[config.mk]
export PLATFORM = sky130hd
export DESIGN_NAME = uart_tx_cfg_flat
export DESIGN_NICKNAME = d
export VERILOG_FILES = /design/src/rtl/uart_pkg.sv /design/src/rtl/uart_tx_cfg_if.sv /design/src/rtl/uart_baud_gen.sv /design/src/rtl/uart_tx_cfg.sv /design/src/flat_wrapper.sv
export SDC_FILE = /design/constraint.sdc
export NUM_CORES = 1
export LEC_CHECK = 0
export CAP_MARGIN = 30
export CORE_MARGIN = 3
export CORE_UTILIZATION = 41
export DETAILED_ROUTE_END_ITERATION = 10
export PLACE_DENSITY = 0.69
export SETUP_SLACK_MARGIN = 0.2
export SYNTH_ARGS = -nofsm -noshare
export SYNTH_HDL_FRONTEND = slang
export SYNTH_SLANG_ARGS = --single-unit
[constraint.sdc]
create_clock -name clk -period 3.2 [get_ports clk]
set_clock_uncertainty 0.2 [all_clocks]
set_input_delay 0.64 -clock clk [delete_from_list [all_inputs] [get_ports clk]]
set_output_delay 0.64 -clock clk [all_outputs]
set_load 0.01 [all_outputs]
[src/rtl/uart_pkg.sv]
// Shared UART types and defaults, imported by the transmitter and (later) the receiver.
package uart_pkg;

    typedef enum logic [1:0] {PAR_NONE, PAR_EVEN, PAR_ODD} parity_t;

    typedef enum logic [2:0] {IDLE, START, DATA, PARITY, STOP} tx_state_t;

    // 19200 baud from the 50 MHz system clock
    localparam int DEFAULT_BAUD_DIV = 2604;

endpackage

[src/rtl/uart_tx_cfg_if.sv]
// Character handshake between command/response logic (master) and the UART transmitter (slave).
interface uart_tx_cfg_if #(
    parameter int DATA_BITS = 8,
    parameter int DIV_W     = 12
);
    logic                 trmt;
    logic [DATA_BITS-1:0] tx_data;
    logic [DIV_W-1:0]     baud_div;
    logic                 tx_ready;
    logic                 tx_done;
    logic                 busy;

    modport master (
        output trmt, tx_data, baud_div,
        input  tx_ready, tx_done, busy
    );

    modport slave (
        input  trmt, tx_data, baud_div,
        output tx_ready, tx_done, busy
    );
endinterface

[src/rtl/uart_baud_gen.sv]
// Loadable bit-period counter: one-cycle tick every div clocks while running.
module uart_baud_gen
    import uart_pkg::*;
#(
    parameter int DIV_W = 12
) (
    input  logic             clk,
    input  logic             rst_n,
    input  logic             load,
    input  logic             run,
    input  logic [DIV_W-1:0] div,
    output logic             tick
);
    localparam logic [DIV_W-1:0] ONE     = DIV_W'(1);
    localparam logic [DIV_W-1:0] MIN_DIV = DIV_W'(2);

    logic [DIV_W-1:0] div_q;
    logic [DIV_W-1:0] cnt;

    // Divisors below 2 would leave no room for a distinct tick cycle
    always_ff @(posedge clk or negedge rst_n) begin
        if (!rst_n) begin
            div_q <= DIV_W'(DEFAULT_BAUD_DIV);
            cnt   <= '0;
        end else if (load) begin
            div_q <= (div < MIN_DIV) ? MIN_DIV : div;
            cnt   <= '0;
        end else if (run && !tick) begin
            cnt <= cnt + ONE;
        end else begin
            cnt <= '0;
        end
    end

    assign tick = run && (cnt == div_q - ONE);

endmodule

[src/rtl/uart_tx_cfg.sv]
// UART transmitter: start bit, LSB-first data, optional parity, 1 or 2 stop bits.
module uart_tx_cfg
    import uart_pkg::*;
#(
    parameter int      DATA_BITS = 8,
    parameter parity_t PARITY    = PAR_NONE,
    parameter int      STOP_BITS = 1,
    parameter int      DIV_W     = 12
) (
    input  logic          clk,
    input  logic          rst_n,
    uart_tx_cfg_if.slave  bus,
    output logic          TX
);
    localparam logic [3:0] LAST_DATA = 4'(DATA_BITS - 1);
    localparam logic [3:0] LAST_STOP = 4'(STOP_BITS - 1);

    tx_state_t            state;
    logic [DATA_BITS-1:0] shreg;
    logic                 par_q;
    logic [3:0]           bit_cnt;
    logic                 ready_q;
    logic                 busy_q;
    logic                 done_q;
    logic                 accept;
    logic                 tick;

    function automatic logic parity_of(input logic [DATA_BITS-1:0] d);
        return (PARITY == PAR_ODD) ? ~^d : ^d;
    endfunction

    assign accept = bus.trmt && ready_q;

    uart_baud_gen #(.DIV_W(DIV_W)) u_baud (
        .clk   (clk),
        .rst_n (rst_n),
        .load  (accept),
        .run   (state != IDLE),
        .div   (bus.baud_div),
        .tick  (tick)
    );

    always_ff @(posedge clk or negedge rst_n) begin
        if (!rst_n) begin
            state   <= IDLE;
            shreg   <= '0;
            par_q   <= 1'b0;
            bit_cnt <= '0;
            TX      <= 1'b1;
            ready_q <= 1'b1;
            busy_q  <= 1'b0;
            done_q  <= 1'b0;
        end else begin
            case (state)
                IDLE: begin
                    if (accept) begin
                        shreg   <= bus.tx_data;
                        par_q   <= parity_of(bus.tx_data);
                        TX      <= 1'b0;
                        ready_q <= 1'b0;
                        busy_q  <= 1'b1;
                        done_q  <= 1'b0;
                        state   <= START;
                    end
                end
                START: begin
                    if (tick) begin
                        TX      <= shreg[0];
                        shreg   <= shreg >> 1;
                        bit_cnt <= '0;
                        state   <= DATA;
                    end
                end
                DATA: begin
                    if (tick) begin
                        if (bit_cnt == LAST_DATA) begin
                            bit_cnt <= '0;
                            if (PARITY != PAR_NONE) begin
                                TX    <= par_q;
                                state <= uart_pkg::PARITY;
                            end else begin
                                TX    <= 1'b1;
                                state <= STOP;
                            end
                        end else begin
                            bit_cnt <= bit_cnt + 4'd1;
                            TX      <= shreg[0];
                            shreg   <= shreg >> 1;
                        end
                    end
                end
                uart_pkg::PARITY: begin
                    if (tick) begin
                        TX      <= 1'b1;
                        bit_cnt <= '0;
                        state   <= STOP;
                    end
                end
                STOP: begin
                    // The last stop tick hands the line back in one edge
                    if (tick) begin
                        if (bit_cnt == LAST_STOP) begin
                            bit_cnt <= '0;
                            ready_q <= 1'b1;
                            busy_q  <= 1'b0;
                            done_q  <= 1'b1;
                            state   <= IDLE;
                        end else begin
                            bit_cnt <= bit_cnt + 4'd1;
                        end
                    end
                end
                default: begin
                    state <= IDLE;
                    TX    <= 1'b1;
                end
            endcase
        end
    end

    assign bus.tx_ready = ready_q;
    assign bus.busy     = busy_q;
    assign bus.tx_done  = done_q;

endmodule
[src/flat_wrapper.sv]
// flat-port wrapper written by rule: the top's interface ports become plain ports
module uart_tx_cfg_flat import uart_pkg::*;
#(
    parameter int      DATA_BITS = 8,
    parameter parity_t PARITY    = PAR_NONE,
    parameter int      STOP_BITS = 1,
    parameter int      DIV_W     = 12
)
  (clk, rst_n, TX, bus_trmt, bus_tx_data, bus_baud_div, bus_tx_ready, bus_tx_done, bus_busy);
  uart_tx_cfg_if #(.DATA_BITS(DATA_BITS), .DIV_W(DIV_W)) bus_i ();
  input  logic clk;
  input  logic rst_n;
  output logic TX;
  input wire logic [$bits(bus_i.trmt)-1:0] bus_trmt;
  input wire logic [$bits(bus_i.tx_data)-1:0] bus_tx_data;
  input wire logic [$bits(bus_i.baud_div)-1:0] bus_baud_div;
  output wire logic [$bits(bus_i.tx_ready)-1:0] bus_tx_ready;
  output wire logic [$bits(bus_i.tx_done)-1:0] bus_tx_done;
  output wire logic [$bits(bus_i.busy)-1:0] bus_busy;
  assign bus_i.trmt = bus_trmt;
  assign bus_i.tx_data = bus_tx_data;
  assign bus_i.baud_div = bus_baud_div;
  assign bus_tx_ready = bus_i.tx_ready;
  assign bus_tx_done = bus_i.tx_done;
  assign bus_busy = bus_i.busy;
  uart_tx_cfg #(.DATA_BITS(DATA_BITS), .PARITY(PARITY), .STOP_BITS(STOP_BITS), .DIV_W(DIV_W)) u_core (.clk(clk), .rst_n(rst_n), .bus(bus_i), .TX(TX));
endmodule
# Yosys cells after proc, flatten, opt, wreduce, memory -nomap -nowiden
# Index checks and enable logic that the tools add are counted.
# totals
wordCells,80
output_inout_bits,4
ff_bits,43
# classes
bitwise,1
magnitude_cmp,1
n_eq_ne,15
n_reduce_logical,16
addsub,3
n_mux,35
# ops
op,n
two-way mux 12 bit,3
two-way mux 8 bit,4
case mux 8 bit (3 select lines),1
two-way mux 3 bit,7
two-way mux 4 bit,5
case mux 3 bit (5 select lines),1
"adder 12 x 1 -> 12 bit, second input constant",1
== test 12 bit,1
"less-than comparator 12 x 2 -> 1 bit, second input constant",1
case mux 4 bit (3 select lines),1
"subtractor 12 x 1 -> 12 bit, second input constant",1
two-way mux 1 bit,10
"inequality test 2 bit, second input constant",5
AND reduction 5 bit,2
nonzero test 3 bit,3
"inequality test 2 x 1 -> 1 bit, second input constant",4
AND reduction 4 bit,2
AND reduction 7 bit,1
"== test 3 x 2 -> 1 bit, second input constant",2
case mux 1 bit (5 select lines),1
"adder 4 x 1 -> 4 bit, second input constant",1
"== test 4 x 3 -> 1 bit, second input constant",1
zero test 4 bit,1
case mux 1 bit (2 select lines),2
other kinds (8),10

# Depth between registers and ports, before layout
# depth
ltp_word,7
mapped_depth,13

# By module
# From an unflattened synthesis, not the netlist that was laid out.
# unflattened
hier_cells,265
hier_area_um2,2770.2
# modules_own_cells
mod,cells_per_inst,area_each_um2,instances,seq_area_each_um2
uart_baud_gen,154,1607.8,1,606.8
uart_tx_cfg,111,1162.4,1,478.0

# Worst setup path after synthesis
# OpenSTA, ideal clock, no wires.
# synth_timing
path_kind,register -> register
startpoint,register u_core.u_baud.div_q[0]
endpoint,register u_core.shreg[0]
path_buffers,2
arrival_ps,3168
stages_incl_launch_ff,12
required_ps,2847
slack_ps,-321
path_cell_list,dfrtp_1 > buf_2 > inv_1 > ha_1 > buf_6 > or3_1 > or3_2 > a211oi_1 > o31ai_1 > or4_4 > a2111oi_4 > o221ai_1
# synth_via
elab_chain_len,5
# synth_lines
item,line_no,source
from (decl),uart_baud_gen.sv:17,logic [DIV_W-1:0] div_q;
from (signal assigned),uart_baud_gen.sv:23,div_q <= DIV_W'(DEFAULT_BAUD_DIV);
from (signal assigned),uart_baud_gen.sv:26,div_q <= (div < MIN_DIV) ? MIN_DIV : div;
subtractor 12 x 1 -> 12 bit (*),uart_baud_gen.sv:35,assign tick = run && (cnt == div_q - ONE);
== test 12 bit (*),uart_baud_gen.sv:35,
logical AND 1 bit (*),uart_baud_gen.sv:35,
inequality test 2 bit (no source line),--,
AND reduction 5 bit (no source line) (*),--,
to (signal assigned),uart_tx_cfg.sv:57,shreg <= bus.tx_data;
to (signal assigned),uart_tx_cfg.sv:69,shreg <= shreg >> 1;
to (signal assigned),uart_tx_cfg.sv:88,shreg <= shreg >> 1;
to (decl),uart_tx_cfg.sv:19,logic [DATA_BITS-1:0] shreg;
# Every way passes the cells marked *; elsewhere a longest branch is shown, timed or not.
# A chain may end at the register's enable or synchronous reset.

# Worst setup path after layout
# layout_timing
startpoint,register u_core.u_baud.div_q[3]
endpoint,register u_core.shreg[6]
# Same word-level chain as after synthesis.

==> reports/results.ini <==
[global_routing]
grt_max_degree=44
first_global_vias=2195
grt_pass1_wl_mm=10.5
grt_overflow_total=0
track_usage_pct=17.3
antenna_found_initial=0

[floorplanning]
die_h_um=86.4
rows=28
dieArea_um2=7470
ios=27
initial_core_util_pct=43.5
core_um2=6100
dieWidth_um=86.4

[clocking]
clkLatencyLatePin_ns=0.30
cts_root_buf=clkbuf_8
path_clk_slew_ns=0.09
cts.htree.levels=2
cts_sinks=43
cts_tree=yes
cts_inserted_buffers=5
cts.path.max_buffers=2

[logic_synthesis]
synth_area_um2=2650
synth_top_cells_by_area=dfrtp_1 (34%), dfstp_2 (6.9%), xnor2_1 (5.3%)
ys_seq_elements=43
yosys_most_used_dff=dfrtp_1
syn-mean-instance-area_um2=9.24
syn_nets=314
syn_inst=287
synth_common_cells=dfrtp_1 (36), nor2_1 (32), nand2_1 (27)
synth.distinct_cells=59
ys_warn_count=0
synth_edf_count=0
yosysMostFrequentCell=dfrtp_1
yosysTopAreaCell=dfrtp_1
yosysSeqAreaShare_pct=40.9
ys_async_sr_fraction_pct=100
synth_top_area_share_pct=34.0

[timing]
setup_viol=0
drv_slew=0
rsz0062_at_grt=yes
max_freq_mhz=317
worstMarginPinSlew_ns=0.527
final.period_utilization_pct=98.5
fin_ws_ns=0.0474
hold_violations=0
min_period_ns=3.15
slew_headroom_pct=64.6

[detailed_routing]
firstDrtPassIters=4
wl_met1_mm=2.95
dr_wl_met3_um=244
wl_met2_mm=3.14
first_iter_violations=154
routed-via-count=2318
postRouteWirelength_mm=6.43
ant_nets=0
highest_layer=met4
viasPerCell=5.59
drc_errors=0
wl_per_cell_um=15.5

[layout]
multi_input_comb_area_um2=1620
layout-drive-gt1-share_pct=30.0
finalInstanceArea_um2=3560
fin_nets=366
antenna_cells=0
seq_area_um2=1090
fillerInstances=537
syn_to_final_growth_pct=34.5

[setup_path]
required_ns=3.17
path_cells=or4_4 > or2_1 > o311ai_2 > o31ai_4 > or4_4 > a2111oi_4 > buf_6 > o221ai_1
critPathMaxStageDelay_ns=0.55
cpMostUsedCell=or4_4
cp_max_fo=8
crit_arrival_ns=3.12
endpoint_kind=register
crit_type=reg -> reg
crit_path_start_kind=register
slowest_stage=or4_4

[pwr]
p_leak_nw=1.40
peakVddDrop_uv=633
p_per_area_nw_per_um2=789

[placed_design]
portBuffers=26
place_ws_ns=0.0231
gp_congestion=0.854
hpwl_mm=4.32
placed_cell_area_um2=3090

[min_path]
holdCritPathClass=reg -> reg

[flow_run]
max_cap_violations=0

[run_status]
status=finished clean

per-layer routing:
| layer | vias up | GRT usage (%) |
|---|---|---|
| met5 | - | 0 |
| met4 | 0 | 3.12 |
| met3 | 10 | 2.95 |
| met2 | 54 | 28.2 |
| met1 | 1136 | 24.4 |
| li1 | 1118 | - |
stage by stage:
| stage | hold WS [ns] | setup TNS [ns] | instances | util [%] | total power, mW |
|---|---|---|---|---|---|
| floorplan | 0.144 | 0 | 287 | - | 1.73 |
| global placement | 0.255 | 0 | 388 | 50.7 | 2.00 |
| detailed placement | 0.262 | 0 | 388 | 50.7 | 2.03 |
| CTS | 0.277 | 0 | 405 | 54.4 | 2.56 |
| global route | 0.315 | -0.392 | 415 | 58.5 | 3.00 |
| finish | 0.270 | 0 | 415 | 58.5 | 2.81 |
worst max-delay path: cells and delay by family (launching register included):
family | cells | cell delay (ns)
flip-flops | 1 | 0.42
AND/OR/NAND/NOR | 3 | 1.30
buffers and inverters | 1 | 0.18
AO/OA/AOI/OAI | 4 | 0.93
cells in the final DEF, fill, tap and decap left out, drive strengths merged, types with 8 or more instances in the layout:
cell type,count
inv,21
dfrtp,36
xnor2,16
nor4,8
mux2,12
nor2,32
nand2,27
nand3,9
xor2,8
clkdlybuf4s50,25
buf,35
sequential cells by signal, summed over array words and instances, names as in the netlist:
| name | cells |
|---|---|
| u_core.bus.tx_done | 1 |
| u_core.bus.busy | 1 |
| u_core.bus.tx_ready | 1 |
| u_core.shreg | 8 |
| u_core.state | 3 |
| u_core.u_baud.div_q | 12 |
| u_core.u_baud.cnt | 12 |
| u_core.TX | 1 |
| u_core.bit_cnt | 4 |
timing repair:
action                                  4_1_cts  5_1_grt
hold buffers                                  0        1
buffers inserted                              9        7
pin swaps                                     4       12
cloned                                        0        1
endpoints found under the hold margin         0        4
gates resized for setup                      10       36
endpoints found under the setup margin       23       24
final cells by class:
| class | instances | share of cell area [%] |
|---|---|---|
| inverters | 21 | 2.21 |
| multi-input cells | 207 | 45.6 |
| clock buffers | 5 | 1.93 |
| clock inverters | 3 | 1.23 |
| flip-flops and latches | 43 | 30.5 |
| repair buffers | 61 | 15.9 |
| well taps | 75 | 2.63 |
worst paths after layout:
path / to / cells after the start / slack [ns] / from
max in group asynchronous: u_core.u_baud.div_q[9]$_DFFE_PN1P_ / 4 / 1.70 / rst_n
hold reg to reg: u_core.TX$_DFFE_PN1P_ / 2 / 0.27 / u_core.TX$_DFFE_PN1P_
setup / recovery: u_core.shreg[6]$_DFFE_PN0P_ / 8 / 0.05 / u_core.u_baud.div_q[3]$_DFFE_PN1P_
min in group asynchronous: u_core.u_baud.cnt[11]$_DFF_PN0_ / 2 / 0.49 / rst_n
hold / removal: u_core.TX$_DFFE_PN1P_ / 2 / 0.27 / u_core.TX$_DFFE_PN1P_
setup reg to reg: u_core.shreg[6]$_DFFE_PN0P_ / 8 / 0.05 / u_core.u_baud.div_q[3]$_DFFE_PN1P_
cells by family (layout without fill, tap and decap cells):
logic type                 Yosys count  count (layout)  share of synthesized area, %
muxes                               14              14                          5.85
and+or+nand+nor                    115             115                          22.4
DFF                                 43              43                          40.9
adders and majority gates            4               4                          1.89
xor gates and xnor gates            24              24                          7.93
AOI/OAI and AO/OA                   50              50                          15.1
buffers and inverters               37              90                          5.99
power by group:
part / leakage (nW) / internal (mW) / switching, mW
registers: 0.541 / 0.737 / 0.197
clock network: 0.0581 / 0.232 / 0.192
logic: 0.805 / 0.739 / 0.717
total: 1.40 / 1.71 / 1.11
Power figures use the tool's default switching activity.
==> RTL edit 1, RTL diff (config.mk and constraints unchanged) <==
Compare `bit_cnt` against `LAST_DATA` with >= in place of ==.
--- a/src/rtl/uart_tx_cfg.sv
+++ b/src/rtl/uart_tx_cfg.sv
@@ -73,7 +73,7 @@
                 end
                 DATA: begin
                     if (tick) begin
-                        if (bit_cnt == LAST_DATA) begin
+                        if (bit_cnt >= LAST_DATA) begin
                             bit_cnt <= '0;
                             if (PARITY != PAR_NONE) begin
                                 TX    <= par_q;
Formal check against the unedited RTL: same outputs for any inputs over 10 cycles, from zero or initial values and one cycle with rst_n low; that may be too few to reach the edited logic, so the function may still have changed.
==> RTL edit 1 against the original RTL <==
Wire length fell by 19%. Sequential share of layout area rose by 5.1 points. Setup slack improved by 0.31 ns. Hold slack got worse by 0.13 ns. Sequential cell count did not move. Design area fell by 14%. Area after synthesis fell by 6.3%. Synthesized cell count fell by 11%. Maximum frequency rose by 11%. Core utilization fell by 4.6 points.
Power is not compared: it rests on default switching activity, and its combinational part moved more than twofold at a synthesized area within 25%.
==> RTL edit 1: results (changes against the original RTL) <==
Status
  • Outcome: finished, final reports clean

Final layout
  • Share of layout cells above drive strength 1: 19.3% (-11 points)
  • Filler cells: 533 (-0.74%)
  • Non-Filler Instances: 367 (-12%)
  • Nets: 321 (-12%)

Routing
  • Routed wl met3: 275 µm (+13%)
  • DR WL/cell: 14.2 µm (-8.1%)
  • Initial DRC Count: 67 (-56%)
  • Vias/cell: 5.49 (-1.7%)

Placed design
  • Routability congestion estimate: 0.840 (-1.6%)
  • Detailed Place HPWL: 3820 µm (-11%)
  • Placed cell areas: 2880 µm² (-6.6%)
  • Post-Place Cells: 355 (-8.5%)
  • Port buffer count: 26 (unchanged)
  • Place WS: 0.0255 ns (+0.00237 ns)

Global routing
  • Largest net degree at the start of global routing: 28 (-36%)
  • First-pass GRT wire length: 9020 µm (-14%)
  • GRT Overall Usage: 15.4% (-1.9 points)
  • Met3 Use GR: 3.36% (+0.41 points)
  • GR Util met1: 23.1% (-1.3 points)
  • Initial antenna violation count: 0 (unchanged)

Worst setup path
  • Critical path's slowest cell: or4_4
  • Crit path DAT: 2.84 ns (-0.28 ns)

Timing
  • Slew margin rel.: 57.3% (-7.2 points)

Synthesis
  • Cell variety after synth: 53 (-10%)
  • Post-Syn Area per Cell: 9.74 µm² (+5.4%)
  • Commonest cells post-synth: dfrtp_1, nor2_1, xnor2_1
  • Syn_nets: 282 (-10%)
  • Synth top area cells: dfrtp_1, dfstp_2, xnor2_1
  • Seq/Total Area, Yosys: 43.7% (+2.8 points)

Min path
  • Min-delay worst type: in -> async
[RTL edit 1: cell types whose count changed after synthesis, sizes merged, moves of 7 or more]
cell,unedited run,this run
clkbuf,12,4
nand2,27,17
inv,21,13
nor2,32,24
o221ai,7,0
o21ai,5,20
[RTL edit 1: report_power, final]
| part | total, mW | switching (mW) | internal, mW | leakage [nW] |
|---|---|---|---|---|
| clock | 0.351 | 0.195 | 0.156 | 0.0408 |
| sequential | 0.543 | 0 | 0.543 | 0.563 |
| combinational | 0.0438 | 0.0180 | 0.0258 | 0.702 |
| total | 0.938 | 0.213 | 0.725 | 1.31 |
[RTL edit 1: layout make-up]
class	instances	area (µm²)	share of cell area (%)
Clock buffer	5	68.8	2.25
Clock inverter	3	23.8	0.778
Inverter	13	48.8	1.60
Multi-Input combinational cell	192	1370	44.9
Sequential cell	43	1090	35.6
Tap cell	72	90.1	2.95
Timing Repair Buffer	39	365	12.0
[RTL edit 1: worst paths after layout]
kind	slack (ns)	start	depth (start not counted)	to
max	0.35	u_core.u_baud.div_q[1]	9	u_core.shreg[7]
min	0.14	rst_n	1	u_core.u_baud.cnt[6]
max reg2reg	0.35	u_core.u_baud.div_q[1]	9	u_core.shreg[7]
min reg2reg	0.30	u_core.shreg[5]	2	u_core.shreg[5]
max in group asynchronous	1.95	rst_n	2	u_core.bus.tx_ready
min in group clk	0.30	u_core.shreg[5]	2	u_core.shreg[5]
[RTL edit 1: timing repair]
action,4_1_cts,5_1_grt
gates resized for setup,2,18
endpoints found under the setup margin,27,28
setup buffers,2,2
pin swaps,1,3
hold buffers,0,0
[RTL edit 1: cell families after synthesis]
logic type / synth area share, %
compound gates: 13.0
buf+inv: 3.17
fa+ha+maj: 2.02
xor+xnor: 9.52
simple gates: 20.4
mux: 8.21
flops: 43.7
==> RTL edit 2, RTL diff (same settings) <==
Made on the original files. `DIV_W` is set to 12 in 4 places; all go to 18.
--- a/src/rtl/uart_tx_cfg_if.sv
+++ b/src/rtl/uart_tx_cfg_if.sv
@@ -1,7 +1,7 @@
 // Character handshake between command/response logic (master) and the UART transmitter (slave).
 interface uart_tx_cfg_if #(
     parameter int DATA_BITS = 8,
-    parameter int DIV_W     = 12
+    parameter int DIV_W     = 18
 );
     logic                 trmt;
     logic [DATA_BITS-1:0] tx_data;
--- a/src/rtl/uart_baud_gen.sv
+++ b/src/rtl/uart_baud_gen.sv
@@ -2,7 +2,7 @@
 module uart_baud_gen
     import uart_pkg::*;
 #(
-    parameter int DIV_W = 12
+    parameter int DIV_W = 18
 ) (
     input  logic             clk,
     input  logic             rst_n,
--- a/src/rtl/uart_tx_cfg.sv
+++ b/src/rtl/uart_tx_cfg.sv
@@ -5,7 +5,7 @@
     parameter int      DATA_BITS = 8,
     parameter parity_t PARITY    = PAR_NONE,
     parameter int      STOP_BITS = 1,
-    parameter int      DIV_W     = 12
+    parameter int      DIV_W     = 18
 ) (
     input  logic          clk,
     input  logic          rst_n,
--- a/src/flat_wrapper.sv
+++ b/src/flat_wrapper.sv
@@ -4,7 +4,7 @@
     parameter int      DATA_BITS = 8,
     parameter parity_t PARITY    = PAR_NONE,
     parameter int      STOP_BITS = 1,
-    parameter int      DIV_W     = 12
+    parameter int      DIV_W     = 18
 )
   (clk, rst_n, TX, bus_trmt, bus_tx_data, bus_baud_div, bus_tx_ready, bus_tx_done, bus_busy);
   uart_tx_cfg_if #(.DATA_BITS(DATA_BITS), .DIV_W(DIV_W)) bus_i ();
Ports: changed (resized bus_baud_div); port bits go from 27 to 33. No check against the original RTL was run, so the function may have changed too.
==> RTL edit 2 against the original RTL <==
Setup slack got worse by 0.17 ns. Wire length up 47%. Sequential share of layout area is 1.3 points lower. Sequential cell count rose by 12. Design area increased by 33%. Area after synthesis up 24%. The run now ends with negative setup slack left. Final cell count grew 28%. Synthesized cell count up 19%. Core utilization rose by 2.5 points. Critical path depth increased by 14. Maximum frequency fell by 5.1%.
Power is left out: it rests on default switching activity, and per cell area and clock period it moved more than threefold.
==> RTL edit 2: results (changes against the original RTL) <==
Status
  • Outcome: complete, but fails checks
  • Failing checks: negative setup slack

Routing
  • Initial DRC Count: 233 (+51%)
  • Routed wl met3: 447 µm (+83%)
  • Vias/cell: 5.65 (+1.1%)
  • DR WL met2: 4640 µm (+48%)
  • DR top layer: met4
  • DRT Pass-1 Iters: 5 (+1)
  • Met1 wire length: 4080 µm (+38%)
  • Final WL: 9470 µm (+47%)

Final layout
  • Antenna fix cells: 0 (unchanged)
  • Biggest regs: u_core.u_baud.cnt: 18 flops, u_core.u_baud.div_q: 18 flops, u_core.shreg: 8 flops
  • Share of layout cells above drive strength 1: 36.0% (+6.0 points)
  • Nets: 463 (+27%)

Clock tree
  • Clock Pin Slew Worst Setup and Hold Paths: 0.11 ns (+0.02 ns)
  • Root buf cell: clkbuf_8
  • Worst-case clock buffer depth: 2 (unchanged)
  • Worst-skew pair later-pin latency: a little over 0.3 ns
  • CTS Buf Count: 5 (unchanged)
  • Post-CTS setup buffers: 32 (+23)
  • CTS resizes: 30 (+20)
  • H-tree levels: 2 (unchanged)

Placed design
  • Port buffer count: 32 (+23%)
  • Routability congestion estimate: 0.906 (+6.1%)
  • Detailed Place HPWL: 5870 µm (+36%)
  • Place WS: -0.0352 ns (-0.0583 ns)
  • Placed cell areas: 3870 µm² (+25%)

Worst setup path
  • Cell count of the worst reg-to-reg path: 22 (+14)
  • Reg-to-reg endpoint: u_core.u_baud.div_q[0]
  • Crit path max fanout: 3 (-5)
  • Crit path DAT: 3.36 ns (+0.24 ns)
  • CP max stage delay: 0.42 ns (-0.13 ns)
  • Launching point of the worst reg2reg path: u_core.u_baud.div_q[0]
  • Critical path's slowest cell: dfrtp_1
  • Top delay family on crit path: buffers and inverters

Global routing
  • First-pass GRT wire length: 14600 µm (+39%)
  • Vias in the first global route: 3041 (+39%)
  • Initial antenna violation count: 0 (unchanged)
  • GRT Overall Usage: 20.2% (+2.9 points)
  • GR Util met1: 25.5% (+1.1 points)
  • Largest net degree at the start of global routing: 38 (-14%)
  • GRT met2 Usage: 32.5% (+4.3 points)
  • Met3 Use GR: 4.66% (+1.7 points)

Synthesis
  • Synth top area cells: dfrtp_1, mux2_2, dfstp_2
  • Commonest cells post-synth: dfrtp_1, nor2_1, mux2_2
  • EDFF count, synth: 0 (unchanged)
  • Yosys Warn Count: 0 (unchanged)
  • Cell variety after synth: 60 (+1.7%)
  • Seq/Total Area, Yosys: 42.1% (+1.2 points)
  • Synth async-reset ratio: 100% (unchanged)
  • Syn_nets: 374 (+19%)

Timing
  • Worst Tran Pin Value: 0.884 ns (+0.358 ns)
  • Final setup margin: -0.123 ns (-0.170 ns)
  • WHS: 0.0423 ns (-0.228 ns)
  • # setup viols final: 17 (+17)
  • TNS Setup: -0.655 ns (-0.655 ns)

Min path
  • Min-delay worst type: in -> async
RTL edit 2: cell count changes after synthesis, sizes merged, moves of 4 or more:
cell and change:
mux2 +14, dfrtp +12, o21ai +10, nand3 +8, nand4 +8, o221ai -7, a21oi +6, inv -6
xor2 +6, nor2 +5, nor4 +4, xnor2 +4
RTL edit 2: cell families after synthesis:
kind of cell	count (synthesis)	share of synthesized area, %
buffers and inverters	30	3.84
adder cells (fa/ha/maj)	4	1.52
flip-flops	55	42.1
multiplexers	27	9.20
AO/OA/AOI/OAI	57	12.1
AND/OR/NAND/NOR	134	22.2
XOR/XNOR	34	9.05
RTL edit 2: worst max-delay path by stage:
stage	from	endpoint	slack, ns
floorplan	u_core.u_baud.div_q[0]	u_core.shreg[0]	0.17
global placement	u_core.u_baud.div_q[0]	u_core.shreg[1]	0.08
finish	u_core.u_baud.div_q[0]	u_core.u_baud.div_q[0]	-0.12
CTS	u_core.u_baud.div_q[1]	u_core.shreg[4]	0.06
global route	u_core.u_baud.div_q[0]	u_core.bit_cnt[2]	-0.18
detailed placement	u_core.u_baud.div_q[0]	u_core.shreg[1]	-0.04
RTL edit 2: worst reg2reg max path: cells and delay by family (launching register included):
| kind | cells | cell delay, ns |
|---|---|---|
| compound gates | 1 | 0.15 |
| buf+inv | 21 | 2.50 |
| flops | 1 | 0.42 |
RTL edit 2: through the flow:
step           std cells  util, %
2_1_floorplan        341        -
3_3_place_gp         484     49.9
3_5_place_dp         484     49.9
4_1_cts              525     56.6
5_1_grt              533     61.0
6_report             533     61.0
RTL edit 2: cell type report:
class / count / area, µm²
fill: 604 / 3030
multi-input combinational: 256 / 2110
sequential: 55 / 1390
timing repair buffer: 97 / 945
tap: 102 / 128
clock buffer: 5 / 68.8
inverter: 15 / 56.3
clock inverter: 3 / 47.5
